`src/rtl/uart_tx_frame_pkg.sv`:
```
// ----------------------------------------------------------------------------
// uart_tx_frame_pkg
//   Shared definitions for the UART transmit path.
//   - txState_t   : transmit FSM state encoding
//   - PAR_*       : ParityType codes (bit 1 set means "no parity")
//   - FRAME_BITS  : serial frame length {stop, parity, data[7:0], start}
//   - calcParity  : parity slot value for a byte and parity selection
//   - buildFrame  : assembles the 11-bit frame, bit 0 goes on the line first
// ----------------------------------------------------------------------------
package uart_tx_frame_pkg;

    typedef enum logic [2:0] {
        IDLE   = 3'd0,
        START  = 3'd1,
        DATA   = 3'd2,
        PARITY = 3'd3,
        STOP   = 3'd4
    } txState_t;

    localparam logic [1:0] PAR_ODD  = 2'b00;
    localparam logic [1:0] PAR_EVEN = 2'b01;
    // Any code with bit 1 set selects "none"; only bit 1 is decoded.
    localparam logic [1:0] PAR_NONE = 2'b10;

    localparam int FRAME_BITS = 11;

    // Odd parity makes the total ones count (data + parity) odd, so the
    // parity bit is the inverted XOR reduction. "None" drives the slot high
    // so the line looks like an extra stop bit.
    function automatic logic calcParity(input logic [7:0] data,
                                        input logic [1:0] parityType);
        logic par;
        if (parityType[1] == PAR_NONE[1]) begin
            par = 1'b1;
        end else if (parityType == PAR_EVEN) begin
            par = ^data;
        end else if (parityType == PAR_ODD) begin
            par = ~^data;
        end else begin
            par = 1'b1;
        end
        return par;
    endfunction

    // Bit 0 = start, bits 1-8 = data LSB first, bit 9 = parity, bit 10 = stop.
    // Matches the parallel word layout of the receive-side deframer.
    function automatic logic [FRAME_BITS-1:0] buildFrame(input logic [7:0] data,
                                                         input logic [1:0] parityType);
        return {1'b1, calcParity(data, parityType), data, 1'b0};
    endfunction

endpackage

```
`src/rtl/uart_baud_counter.sv`:
```
// ----------------------------------------------------------------------------
// uart_baud_counter
//   Bit-period timer for the UART transmitter. Counts 0..CLKS_PER_BIT-1 and
//   flags the last cycle of each bit period.
//
//   Parameters
//     CLKS_PER_BIT : clock cycles per serial bit (>= 2)
//   Ports
//     Clock   in  system clock, rising edge
//     Reset   in  synchronous active-high reset, counter to 0
//     Clear   in  holds the counter at 0 (used while the transmitter idles so
//                 the first bit of a frame gets a full period)
//     BitTick out high during the last cycle of a bit period; the transmitter
//                 presents the next bit on the edge that ends this cycle
// ----------------------------------------------------------------------------
module uart_baud_counter #(
    parameter int CLKS_PER_BIT = 5208
) (
    input  logic Clock,
    input  logic Reset,
    input  logic Clear,
    output logic BitTick
);

    localparam int CNT_W = (CLKS_PER_BIT > 1) ? $clog2(CLKS_PER_BIT) : 1;
    localparam logic [CNT_W-1:0] LAST_CNT = CNT_W'(CLKS_PER_BIT - 1);

    logic [CNT_W-1:0] baudCnt;

    always_ff @(posedge Clock) begin
        if (Reset || Clear) begin
            baudCnt <= '0;
        end else if (baudCnt == LAST_CNT) begin
            baudCnt <= '0;
        end else begin
            baudCnt <= baudCnt + 1'b1;
        end
    end

    assign BitTick = (baudCnt == LAST_CNT);

endmodule

```
`src/rtl/uart_tx_frame.sv`:
```
// ----------------------------------------------------------------------------
// uart_tx_frame
//   UART transmitter. Accepts one byte per Send handshake while idle, builds
//   the 11-bit frame {stop, parity, data[7:0], start} and shifts it out LSB
//   first on TxOut, each bit held CLKS_PER_BIT cycles.
//
//   Parameters
//     CLKS_PER_BIT : clock cycles per serial bit (>= 2)
//   Ports
//     Clock      in   system clock, rising edge
//     Reset      in   synchronous active-high reset; abandons any frame
//     Send       in   start request, only looked at while idle
//     DataIn     in   byte to send, captured on the accepting edge
//     ParityType in   00 odd, 01 even, 1x none (slot driven 1)
//     TxOut      out  registered serial line, idles high
//     Busy       out  high from the accepting edge to the end of the stop bit
//     Done       out  single-cycle pulse when the stop bit completes
// ----------------------------------------------------------------------------
module uart_tx_frame
    import uart_tx_frame_pkg::*;
#(
    parameter int CLKS_PER_BIT = 5208
) (
    input  logic       Clock,
    input  logic       Reset,
    input  logic       Send,
    input  logic [7:0] DataIn,
    input  logic [1:0] ParityType,
    output logic       TxOut,
    output logic       Busy,
    output logic       Done
);

    txState_t              state;
    logic [FRAME_BITS-1:0] shiftReg;
    logic [2:0]            bitIdx;
    logic                  bitTick;
    logic                  baudClear;
    logic [FRAME_BITS-1:0] loadFrame;

    // The counter sits at 0 while idle, so the accepting edge starts a
    // fresh bit period and the start bit lasts exactly CLKS_PER_BIT cycles.
    assign baudClear = (state == IDLE);

    uart_baud_counter #(
        .CLKS_PER_BIT(CLKS_PER_BIT)
    ) baudCounter (
        .Clock  (Clock),
        .Reset  (Reset),
        .Clear  (baudClear),
        .BitTick(bitTick)
    );

    assign loadFrame = buildFrame(DataIn, ParityType);

    // shiftReg holds the bits not yet on the line; TxOut is the bit currently
    // being sent. Shifting in 1s means the register drains to the idle level.
    always_ff @(posedge Clock) begin
        if (Reset) begin
            state    <= IDLE;
            TxOut    <= 1'b1;
            Busy     <= 1'b0;
            Done     <= 1'b0;
            bitIdx   <= 3'd0;
            shiftReg <= '1;
        end else begin
            Done <= 1'b0;
            case (state)
                IDLE: begin
                    TxOut <= 1'b1;
                    Busy  <= 1'b0;
                    if (Send) begin
                        TxOut    <= loadFrame[0];
                        shiftReg <= {1'b1, loadFrame[FRAME_BITS-1:1]};
                        Busy     <= 1'b1;
                        bitIdx   <= 3'd0;
                        state    <= START;
                    end
                end

                START: begin
                    if (bitTick) begin
                        TxOut    <= shiftReg[0];
                        shiftReg <= {1'b1, shiftReg[FRAME_BITS-1:1]};
                        bitIdx   <= 3'd0;
                        state    <= DATA;
                    end
                end

                DATA: begin
                    if (bitTick) begin
                        TxOut    <= shiftReg[0];
                        shiftReg <= {1'b1, shiftReg[FRAME_BITS-1:1]};
                        // 3-bit index wraps 7 -> 0 as the last data bit ends.
                        bitIdx   <= bitIdx + 3'd1;
                        if (bitIdx == 3'd7) begin
                            state <= PARITY;
                        end
                    end
                end

                PARITY: begin
                    if (bitTick) begin
                        TxOut    <= shiftReg[0];
                        shiftReg <= {1'b1, shiftReg[FRAME_BITS-1:1]};
                        state    <= STOP;
                    end
                end

                STOP: begin
                    if (bitTick) begin
                        TxOut    <= 1'b1;
                        shiftReg <= '1;
                        Busy     <= 1'b0;
                        Done     <= 1'b1;
                        state    <= IDLE;
                    end
                end

                default: begin
                    TxOut    <= 1'b1;
                    Busy     <= 1'b0;
                    shiftReg <= '1;
                    state    <= IDLE;
                end
            endcase
        end
    end

endmodule

```
`config.mk`:
```
export PLATFORM = sky130hd
export DESIGN_NAME = uart_tx_frame
export DESIGN_NICKNAME = d
export VERILOG_FILES = /design/src/rtl/uart_tx_frame_pkg.sv /design/src/rtl/uart_baud_counter.sv /design/src/rtl/uart_tx_frame.sv
export SDC_FILE = /design/constraint.sdc
export NUM_CORES = 1
export LEC_CHECK = 0
export ABC_CLOCK_PERIOD_IN_PS = 3130
export CORE_UTILIZATION = 45
export DETAILED_ROUTE_END_ITERATION = 10
export GPL_TIMING_DRIVEN = 1
export SLEW_MARGIN = 0
export SYNTH_ARGS = -nofsm -noshare
export SYNTH_HDL_FRONTEND = slang
export SYNTH_SLANG_ARGS = --single-unit
```
`constraint.sdc`:
```
create_clock -name Clock -period 3.13 [get_ports Clock]
set_input_delay 0.626 -clock Clock [delete_from_list [all_inputs] [get_ports Clock]]
set_output_delay 0.626 -clock Clock [all_outputs]
set_load 0.005 [all_outputs]
```
### Word level (Yosys, flattened, before mapping)

Cells that the tools add are included.
Widths: inputs -> output; s select.

| storage, ports and cells | value |
|---|---|
| bits in registers | 33 |
| logic and storage cells | 64 |
| output and inout port bits | 3 |
| input port bits | 13 |

| operators by class | value |
|---|---|
| multiplexer cells | 25 |
| equal/unequal tests | 14 |
| add/subtract/negate cells | 2 |
| bitwise gates (word level) | 2 |
| reductions and logical operators | 14 |

Operators with widths:

| cell | count |
|---|---|
| $mux 11 | 3 |
| $pmux 11 s3 | 1 |
| $mux 3 | 8 |
| $pmux 3 s5 | 1 |
| $add 13x1->13 const B | 1 |
| $eq 13x13->1 const B | 1 |
| $ne 2x1->1 const B | 5 |
| $mux 1 | 9 |
| $pmux 3 s3 | 1 |
| $reduce_xnor 8->1 | 1 |
| $reduce_xor 8->1 | 1 |
| $eq 3x2->1 const B | 2 |
| $eq 3x3->1 const B | 2 |
| $pmux 1 s3 | 2 |
| $reduce_and 6->1 | 1 |
| $ne 2x2->1 const B | 2 |
| $reduce_and 2->1 | 2 |
| $reduce_and 4->1 | 1 |
| $reduce_or 2->1 | 2 |
| $add 3x1->3 const B | 1 |
| $eq 3x1->1 const B | 1 |
| $logic_not 3->1 | 1 |
| $reduce_and 3->1 | 1 |
| $reduce_bool 3->1 | 1 |
| other kinds (5) | 6 |

### Longest topological paths before layout

Gate-level depths: netlist (run 1).

| depth | value |
|---|---|
| depth after elaboration | 6 |
| gate-level depth with buffers | 8 |
| mapped depth without buffers | 6 |

### Hierarchy

A second synthesis (run 1) with hierarchy kept.

| second synthesis, totals | value |
|---|---|
| cell total of the unflattened synthesis | 185 |
| area total of the unflattened synthesis | 1701.6 um2 |

By module, submodules not included:

| module | cells each | area an instance (um2) | seq. area each (um2) | times used |
|---|---|---|---|---|
| uart_tx_frame | 112 | 983.4 | 360.3 | 1 |
| uart_baud_counter | 73 | 718.2 | 260.2 | 1 |

### Worst setup path after synthesis (run 1)

No wires, ideal clock.

| timing | value |
|---|---|
| kind | reg2reg |
| from | reg baudCounter.baudCnt[0] |
| to | reg shiftReg[0] |
| stages on the path, launching flop included | 7 |
| arrival | 1.435 ns |
| setup time | 0.114 ns |
| buffers on the path | 0 |
| setup slack | 1.581 ns |
| clock period less this slack | 1.549 ns |
| data required time | 3.016 ns |
| path through | dfxtp_1 ha_1 and4bb_2 nand3_2 nor3_4 a2bb2oi_1 a21o_1 |

| on the way | value |
|---|---|
| longest elaborated chain between the ends | 3 |
| elaborated cells between the ends (all ways) | 4 |
| classes of those cells | 3 x eq/ne; 1 x reduce/logical |

RTL lines:

| element | line | text |
|---|---|---|
| start: declaration | uart_baud_counter.sv:28 | `logic [CNT_W-1:0] baudCnt;` |
| start signal: assignment | uart_baud_counter.sv:36 | `baudCnt <= baudCnt + 1'b1;` |
| $eq 13x13->1 * | uart_baud_counter.sv:40 | `assign BitTick = (baudCnt == LAST_CNT);` |
| $ne 2x1->1 (no line) | -- |  |
| $reduce_and 3->1 (no line) * | -- |  |
| end signal: assignment | uart_tx_frame.sv:74 | `shiftReg <= {1'b1, loadFrame[FRAME_BITS-1:1]};` |
| end signal: assignment | uart_tx_frame.sv:84 | `shiftReg <= {1'b1, shiftReg[FRAME_BITS-1:1]};` |
| end signal: assignment | uart_tx_frame.sv:93 | `shiftReg <= {1'b1, shiftReg[FRAME_BITS-1:1]};` |
| end: declaration | uart_tx_frame.sv:35 | `logic [FRAME_BITS-1:0] shiftReg;` |

Every way passes the cells marked *; elsewhere a longest branch is shown, timed or not.
A chain may end at the register's enable or synchronous reset.

### Worst setup path in the final report (run 1)

| timing | value |
|---|---|
| from | reg baudCounter.baudCnt[0] |
| to | reg state[0] |

| on the way | value |
|---|---|
| longest elaborated chain between the ends | 3 |
| elaborated cells between the ends (all ways) | 6 |
| classes of those cells | 5 x eq/ne; 1 x reduce/logical |

RTL lines:

| element | line | text |
|---|---|---|
| $eq 13x13->1 * | uart_baud_counter.sv:40 |  |
| $ne 2x1->1 (no line) | -- |  |
| $reduce_and 6->1 (no line) * | -- |  |
| end signal: assignment | uart_tx_frame.sv:60 | `state <= IDLE;` |
| end signal: assignment | uart_tx_frame.sv:77 | `state <= START;` |
| end signal: assignment | uart_tx_frame.sv:86 | `state <= DATA;` |
| end: declaration | uart_tx_frame.sv:34 | `txState_t state;` |

Marks and branches as above.

==> qor.yml, run 1 <==
numCtsBuffers: 5
ios: 16
cts_tree: "yes"
synth_area_um2: 1769
drtPass1Iterations: 4
dpl_worst_slack_ns: 0.9046
use_met1: 0.2451
ys_types: 40
die_height_um: 64.70
nets: 220
met3_usage: 0.05106
fin_ws_ns: 1.192
syn_nets: 206
drive_gt1_frac: 0.1122
hold_violations: 0
grt_overflow_total: 0
clock_latency_ns: 0.27
vias: 1346
antenna_left: 0
fill_cells: 360
leakage_nw: 0.8212
place.gp.congestion: 0.7570
max_freq_ghz: 0.5161
hpwlAfterDp_um: 2392
core_area_um2: 3716
worst_hold_path_type: "reg -> reg"
start_util: 0.4761
fin_crit_sh: 0.6191
rows: 22
period_minus_slack_ns: 1.938
cp_max_fo: 11
worst-setup-path-type: "reg -> reg"
syn_to_final_growth_pct: 16.20
gr-max-usage-layer: "met2"
relSlewSlack: 0.5362
start_kind: "flop"
synth_cells: 190
vias_per_cell: 5.320
ys_seq_elements: 31
setup_tns_ns: 0
port_buffers: 15
grt_pass1_vias: 1272
final_util: 0.5532
worstSetupEndpointType: "flop"
tightest_slew_ns: 0.6948
cts_max_level: 2
grt_max_degree: 17
fin_skew_ns: 0.003274
finalSetupViolCount: 0
cts-root-buf: "clkbuf_8"
antenna_found_initial: 0
drv_cap: 0
drc: 0
synth_flop_cell: "dfxtp_1"
grt_pass1_wl_um: 5858
ys_seq_area_frac: 0.3508
post_cts_buffers: 0
met2_usage: 0.2708
post_cts_resized: 0
die_w_um: 64.70
hold_buffers: 0
die_area_um2: 4186
clockBufferDepth: 2
slew_violations: 0
async_reset_ff_frac: 0
synth_edf_count: 0
cts_sinks: 31
totalWireLength_um: 3354
critPathRequiredTime_ns: 3.29
rsz0062_at_grt: "no"
status: "finished, final reports clean"
cp.arrival_ns: 2.10
drt_iter0_drc: 77
n_antenna_cell: 0
avgSynthCellArea_um2: 9.312
ir_drop_v: 0.0002346
power_density_nw_per_um2: 456.3
yosys_warnings: 0
wl_per_cell_um: 13.26
gr-usage-all-layers: 0.1798
cts.clk_slew.worst_paths_ns: 0.07
-- flip-flops by register name, indices dropped and copies added (netlist names) --
register / cells
Busy: 1
Done: 1
TxOut: 1
baudCounter.baudCnt: 13
bitIdx: 3
shiftReg: 9
state: 3
-- routing by layer --
layer  up-vias  part of all wire
li1        699                 -
met1       632              0.53
met2        13              0.44
met3         2             0.028
met4         0            0.0057
met5         -                 0
-- cells by family (layout without fill, tap and decap cells) --
group / Yosys count / count (layout) / synth area share
AND/OR/NAND/NOR: 78 / 78 / 0.2553
flip-flops: 31 / 31 / 0.3508
AO/OA/AOI/OAI: 27 / 27 / 0.1195
multiplexers: 20 / 20 / 0.1132
XOR/XNOR: 19 / 19 / 0.1018
buffers and inverters: 12 / 27 / 0.03819
adder cells (fa/ha/maj): 3 / 3 / 0.02122
-- synth_stat cells (4+ instances only) --
master     count  area share
xnor2_1        9       0.045
nor2_1        21       0.045
mux2i_1       20        0.11
a2bb2oi_1      8       0.040
nand2_1       21       0.045
nand2b_1       5       0.018
xor2_1         9       0.045
nand4_1        4       0.014
a21o_1         9       0.038
dfxtp_1       31        0.35
nand3_1        6       0.017
buf_2          6       0.017
-- metrics by stage --
stage                     cells  power [mW]  hold WS (ns)  cell area [um2]
after floorplan             190      0.5095        0.4299             1769
after global placement      245      0.5442        0.4520             1938
after detailed placement    245      0.5463        0.4633             1938
after CTS                   253      0.9572        0.4787             2056
after global routing        253      0.9832        0.4966             2056
final                       253      0.9381        0.4741             2056
-- worst paths after layout --
kind / end / startpoint / depth (start not counted) / slack [ns]
worst max-delay path: state[0]$_SDFFE_PP0P_ / baudCounter.baudCnt[0]$_SDFF_PP0_ / 6 / 1.19
worst min-delay path: baudCounter.baudCnt[0]$_SDFF_PP0_ / baudCounter.baudCnt[0]$_SDFF_PP0_ / 1 / 0.47
worst max register to register: state[0]$_SDFFE_PP0P_ / baudCounter.baudCnt[0]$_SDFF_PP0_ / 6 / 1.19
worst min register to register: baudCounter.baudCnt[0]$_SDFF_PP0_ / baudCounter.baudCnt[0]$_SDFF_PP0_ / 1 / 0.47
-- placed cells by master (no fill, tap or decap), drive strengths merged --
cell type	n
dfxtp	31
nor2	24
nand2	21
mux2i	20
clkdlybuf4s50	15
a21o	9
xor2	9
xnor2	9
a2bb2oi	8
nand3	7
clkbuf	6
nand2b	5
nand4	4
a21oi	4
and4bb	3
and3	3
ha	3
buf	3
nor3	3
nor4b	2
or2	1
nand3b	1
and4b	1
a221oi	1
o21bai	1
or4	1
xnor3	1
o22ai	1
a211o	1
and4	1
inv	1
nor2b	1
a311oi	1
a2111oi	1
clkinv	1
bufinv	1
-- layout make-up --
class / count / area [um2] / share of cell area
Timing Repair Buffer: 18 / 172.7 / 0.08399
Clock inverter: 2 / 35.03 / 0.01704
Tap cell: 48 / 60.06 / 0.02921
Sequential cell: 31 / 620.6 / 0.3019
Clock buffer: 6 / 82.58 / 0.04017
Multi-Input combinational cell: 147 / 1081 / 0.5259
Inverter: 1 / 3.754 / 0.001826
-- report_power, final --
group	leakage [nW]	switching, mW	internal [mW]	total (mW)
registers	0.252	0.00964	0.406	0.416
clock network	0.0612	0.144	0.257	0.401
logic	0.508	0.0539	0.0676	0.122
total	0.821	0.207	0.731	0.938
-- critical path, stage by stage, from the launching register on --
cell and delay [ns]:
dfxtp_1 0.38, ha_1 0.26, and4b_1 0.21, nand3_1 0.34, inv_2 0.16, a311oi_1 0.11, a2111oi_1 0.37
Note: power is estimated with default switching activity, not from simulation.
==> run 2, diff against run 1 <==
--- a/config.mk
+++ b/config.mk
@@ -5,10 +5,11 @@
 export SDC_FILE = /design/constraint.sdc
 export NUM_CORES = 1
 export LEC_CHECK = 0
-export ABC_CLOCK_PERIOD_IN_PS = 3130
+export ABC_CLOCK_PERIOD_IN_PS = 1710
 export CORE_UTILIZATION = 45
 export DETAILED_ROUTE_END_ITERATION = 10
 export GPL_TIMING_DRIVEN = 1
+export PLACE_DENSITY = 0.67
 export SLEW_MARGIN = 0
 export SYNTH_ARGS = -nofsm -noshare
 export SYNTH_HDL_FRONTEND = slang
==> constraint.sdc (replaced) <==
create_clock -name Clock -period 1.71 [get_ports Clock]
set_input_delay 0.342 -clock Clock [delete_from_list [all_inputs] [get_ports Clock]]
set_output_delay 0.342 -clock Clock [all_outputs]
set_load 0.005 [all_outputs]
==> qor.yml, run 2 (same netlist as run 1, synthesis figures left out) <==
drc: 0  # unchanged
slew_violations: 0  # unchanged
n_antenna_cell: 0  # unchanged
die_area_um2: 4186  # unchanged
cp_max_fo: 8  # -3
post_cts_buffers: 0  # unchanged
syn_to_final_growth_pct: 21.15
hold_violations: 0  # unchanged
power_density_nw_per_um2: 738.1  # +62%
dpl_worst_slack_ns: -0.1589  # -1.063 ns
hold_buffers: 0  # unchanged
cts-root-buf: "clkbuf_8"
worstSetupEndpointType: "flop"
ios: 16  # unchanged
holdPathEnd: "bitIdx[1]$_SDFFE_PP0P_"
tightest_slew_ns: 0.5566  # -0.1382 ns
cp.arrival_ns: 1.77  # -0.33 ns
drt_iter0_drc: 64  # -17%
rrSetupSlack_ns: 0.12  # -1.07 ns
p_total_mw: 1.582  # +69%
grt_pass1_wl_um: 6182  # +5.5%
p_clk_frac: 0.366  # -0.062
min_from: "bitIdx[1]$_SDFFE_PP0P_"
core_area_um2: 3716  # unchanged
fin_ws_ns: 0.1222  # -1.070 ns
die_height_um: 64.70  # unchanged
top_register: "baudCounter.baudCnt"
met3_usage: 0.06514  # +0.01408
die_w_um: 64.70  # unchanged
nets: 233  # +5.9%
vias_per_cell: 5.404  # +1.6%
r2r_end: "shiftReg[6]$_SDFFE_PP1P_"
worst-setup-path-type: "reg -> reg"
cts_max_level: 2  # unchanged
p_switching_mw: 0.3847  # +86%
antenna_left: 0  # unchanged
drv_cap: 0  # unchanged
relSlewSlack: 0.6284  # +0.09225
period_minus_slack_ns: 1.588  # -0.3499 ns
hpwlAfterDp_um: 2704  # +13%
p_int_mw: 1.197  # +64%
finalSetupViolCount: 0  # unchanged
drtPass1Iterations: 4  # unchanged
start_util: 0.4761  # unchanged
start_kind: "flop"
max_freq_ghz: 0.6298  # +22%
ir_drop_v: 0.0004126  # +76%
rows: 22  # unchanged
drive_gt1_frac: 0.1705  # +0.05831
gr-max-usage-layer: "met2"
clock_latency_ns: 0.29  # +0.02 ns
cts_sinks: 31  # unchanged
reg2reg_depth: 7  # +1
clockBufferDepth: 2  # unchanged
fin_skew_ns: 0.007614  # +0.004340 ns
gr-usage-all-layers: 0.1978  # +0.01794
use_met1: 0.2334  # -0.01173
vias: 1432  # +6.4%
place.gp.congestion: 0.8097  # +7.0%
fin_crit_sh: 0.9285  # +0.3095
cts_tree: "yes"
switching_share: 0.2432  # +0.02219
met2_usage: 0.3125  # +0.04167
top_regs: "baudCounter.baudCnt x13, shiftReg x9"
critPathRequiredTime_ns: 1.89  # -1.40 ns
status: "finished, final reports clean"
numCtsBuffers: 5  # unchanged
worst_hold_path_type: "reg -> reg"
p_seq_frac: 0.479  # +0.036
r2r-start: "baudCounter.baudCnt[0]$_SDFF_PP0_"
port_buffers: 15  # unchanged
largest_register_ff_count: 13  # unchanged
totalWireLength_um: 3671  # +9.5%
cts.clk_slew.worst_paths_ns: 0.06  # about the same
p_comb_frac: 0.155  # +0.025
antenna_found_initial: 0  # unchanged
final_cell_mix: "dfxtp_1 (30), nand2_1 (21), nor2_1 (21)"
holdPathStages: 2  # +1
rsz0062_at_grt: "no"
grt_max_degree: 13  # -4
final_common_cell: "dfxtp_1"
leakage_nw: 0.8764  # +6.7%
grt_overflow_total: 0  # unchanged
grt_pass1_vias: 1382  # +8.6%
wl_per_cell_um: 13.85  # +4.5%
run 2: through the flow:
stage	cells	setup TNS, ns	cell area, um2	utilization	hold slack (ns)
floorplan	190	0	1769	-	0.4299
global placement	258	-0.1352	2048	0.5512	0.4612
detailed placement	258	-0.2353	2048	0.5512	0.4770
CTS	265	0	2136	0.5747	0.4854
global route	265	0	2143	0.5768	0.5190
finish	265	0	2143	0.5768	0.4834
run 2: area by class of cell:
type | count | area, um2
timing repair buffer | 31 | 286.5
clock inverter | 1 | 5.005
multi-input combinational | 147 | 1084
sequential | 31 | 621.8
tap | 48 | 60.06
fill | 331 | 1573
inverter | 1 | 3.754
clock buffer | 6 | 82.58
run 2: what timing repair did:
action	CTS	global route
endpoints found under the setup margin	0	19
endpoints found under the hold margin	0	0
gates resized for setup	0	3
run 2: worst max path at each step:
stage | start | to | slack [ns] | cells after the start
2_1_floorplan | baudCounter.baudCnt[0]$_SDFF_PP0_ | shiftReg[0]$_SDFFE_PP1P_ | 0.16 | 6
3_3_place_gp | DataIn[4] | shiftReg[8]$_SDFFE_PP1P_ | -0.14 | 6
3_5_place_dp | DataIn[4] | shiftReg[8]$_SDFFE_PP1P_ | -0.16 | 6
4_1_cts | baudCounter.baudCnt[1]$_SDFF_PP0_ | shiftReg[5]$_SDFFE_PP1P_ | 0.07 | 7
5_1_grt | DataIn[4] | shiftReg[8]$_SDFFE_PP1P_ | 0.01 | 6
6_report | baudCounter.baudCnt[0]$_SDFF_PP0_ | shiftReg[6]$_SDFFE_PP1P_ | 0.12 | 7
run 2: layer usage:
metal | vias to the layer above | share of wire | wire length [um]
li1 | 725 | - | -
met1 | 683 | 0.47 | 1723
met3 | 7 | 0.030 | 109
met2 | 17 | 0.48 | 1765
met5 | - | 0 | 0
met4 | 0 | 0.020 | 72
run 2: worst max-delay path: stages (launching register included):
cell,delay [ns]
dfxtp_1,0.33
ha_2,0.19
and4bb_2,0.27
nand3_2,0.14
nor3_4,0.14
buf_6,0.16
a2bb2oi_1,0.07
a21o_1,0.18
run 2: power groups by stage:
stage / Combinational (mW) / Clock, mW / Sequential (mW)
global route: 0.267 / 0.635 / 0.759
floorplan: 0.163 / 0 / 0.770
global placement: 0.240 / 0 / 0.771
CTS: 0.248 / 0.598 / 0.757
detailed placement: 0.246 / 0 / 0.773
finish: 0.246 / 0.579 / 0.757
==> run 3, diff against run 2 <==
--- a/config.mk
+++ b/config.mk
@@ -6,10 +6,10 @@
 export NUM_CORES = 1
 export LEC_CHECK = 0
 export ABC_CLOCK_PERIOD_IN_PS = 1710
-export CORE_UTILIZATION = 45
+export CORE_UTILIZATION = 51
 export DETAILED_ROUTE_END_ITERATION = 10
 export GPL_TIMING_DRIVEN = 1
-export PLACE_DENSITY = 0.67
+export PLACE_DENSITY = 0.75
 export SLEW_MARGIN = 0
 export SYNTH_ARGS = -nofsm -noshare
 export SYNTH_HDL_FRONTEND = slang
==> qor.yml, run 3 (same netlist as run 1, synthesis figures left out) <==
status: "finished, final reports clean"
syn_to_final_growth_pct: 20.51
cts-root-buf: "clkbuf_4"
drtPass1Iterations: 4  # unchanged
top_register: "baudCounter.baudCnt"
place.gp.congestion: 0.8116  # +0.23%
worstSetupEndpointType: "flop"
drv_cap: 0  # unchanged
hold_violations: 0  # unchanged
final_cell_mix: "dfxtp_1 (30), nand2_1 (21), nor2_1 (21)"
met2_usage: 0.3752  # +0.06270
p_total_mw: 1.490  # -5.8%
drc: 0  # unchanged
drive_gt1_frac: 0.1735  # +0.003009
post_cts_buffers: 0  # unchanged
cp.arrival_ns: 1.88  # +0.11 ns
hpwlAfterDp_um: 2629  # -2.8%
start_kind: "flop"
antenna_found_initial: 0  # unchanged
grt_overflow_total: 0  # unchanged
fin_skew_ns: 0.004316  # -0.003299 ns
wl_per_cell_um: 13.62  # -1.7%
die_height_um: 60.90  # -5.9%
clockBufferDepth: 2  # unchanged
top_regs: "baudCounter.baudCnt x13, shiftReg x9"
vias_per_cell: 5.442  # +0.70%
port_buffers: 15  # unchanged
hold_buffers: 0  # unchanged
slew_violations: 0  # unchanged
cts_tree: "yes"
met3_usage: 0.07249  # +0.007354
worst-setup-path-type: "reg -> reg"
drt_iter0_drc: 69  # +7.8%
power_density_nw_per_um2: 698.7  # -5.3%
vias: 1442  # +0.70%
leakage_nw: 0.8762  # about the same
critPathRequiredTime_ns: 1.98  # +0.09 ns
gr-max-usage-layer: "met2"
fin_crit_sh: 0.9382  # +0.009654
worst_hold_path_type: "reg -> reg"
grt_max_degree: 13  # unchanged
cp_max_fo: 7  # -1
core_area_um2: 3337  # -10%
die_w_um: 60.90  # -5.9%
period_minus_slack_ns: 1.604  # +0.01651 ns
n_antenna_cell: 0  # unchanged
final_util: 0.6389  # +0.06215
ios: 16  # unchanged
finalSetupViolCount: 0  # unchanged
largest_register_ff_count: 13  # unchanged
fill_cells: 299  # -9.7%
antenna_left: 0  # unchanged
grt_pass1_vias: 1397  # +1.1%
die_area_um2: 3709  # -11%
cts_sinks: 31  # unchanged
tightest_slew_ns: 0.5262  # -0.03037 ns
rows: 21  # -4.5%
relSlewSlack: 0.6487  # +0.02028
start_util: 0.5302  # +0.05409
numCtsBuffers: 5  # unchanged
totalWireLength_um: 3609  # -1.7%
cts.clk_slew.worst_paths_ns: 0.09  # +0.03 ns
rrSetupSlack_ns: 0.11  # -0.02 ns
cts_max_level: 2  # unchanged
ir_drop_v: 0.0004658  # +13%
rsz0062_at_grt: "yes"
regArea_um2: 621.8  # unchanged
multi_input_area_um2: 1086  # +0.23%
gr-usage-all-layers: 0.2231  # +0.02530
final_common_cell: "dfxtp_1"
post_cts_resized: 0  # unchanged
grt_pass1_wl_um: 6009  # -2.8%
max_freq_ghz: 0.6233  # -1.0%
nets: 234  # +0.43%
clock_latency_ns: 0.34  # +0.05 ns
use_met1: 0.2625  # +0.02910
-- run 3: per-layer routing --
| layer | wire [um] | part of all wire | up-vias |
|---|---|---|---|
| li1 | - | - | 727 |
| met1 | 1662 | 0.46 | 689 |
| met2 | 1775 | 0.49 | 17 |
| met3 | 109 | 0.030 | 9 |
| met4 | 61 | 0.017 | 0 |
| met5 | 0 | 0 | - |
-- run 3: final timing paths --
kind,to,from,depth (start not counted)
hold reg to reg,bitIdx[1]$_SDFFE_PP0P_,bitIdx[1]$_SDFFE_PP0P_,2
setup / recovery,bitIdx[2]$_SDFFE_PP0P_,state[1]$_SDFFE_PP0P_,5
setup reg to reg,bitIdx[2]$_SDFFE_PP0P_,state[1]$_SDFFE_PP0P_,5
hold / removal,bitIdx[1]$_SDFFE_PP0P_,bitIdx[1]$_SDFFE_PP0P_,2
-- run 3: final cells by class --
class | instances | share of cell area
Clock buffer | 8 | 0.03228
Inverter | 1 | 0.001761
Multi-Input combinational cell | 147 | 0.5094
Sequential cell | 31 | 0.2917
Tap cell | 46 | 0.02700
Timing Repair Buffer | 32 | 0.1379
-- run 3: where the power goes --
| group | internal, mW | total (mW) | switching, mW | leakage [nW] |
|---|---|---|---|---|
| Clock | 0.242 | 0.488 | 0.246 | 0.0386 |
| Sequential | 0.742 | 0.756 | 0.0136 | 0.253 |
| Combinational | 0.139 | 0.246 | 0.107 | 0.585 |
-- run 3: metrics by stage --
step	hold WS, ns	setup TNS [ns]	worst slack (ns)	instance area [um2]	instances
4_1_cts	0.5031	0	0.04927	2122	265
3_3_place_gp	0.4624	-0.08985	-0.08985	2053	257
2_1_floorplan	0.4299	0	0.1614	1769	190
5_1_grt	0.5147	-0.03250	-0.02544	2132	265
3_5_place_dp	0.4878	-0.1128	-0.1128	2053	257
6_report	0.4941	0	0.1057	2132	265
-- run 3: critical path: stages, from the launching register on --
cell	delay, ns
dfxtp_1	0.40
or2_1	0.38
nor2_2	0.10
a211o_1	0.25
a21oi_2	0.21
mux2i_1	0.21
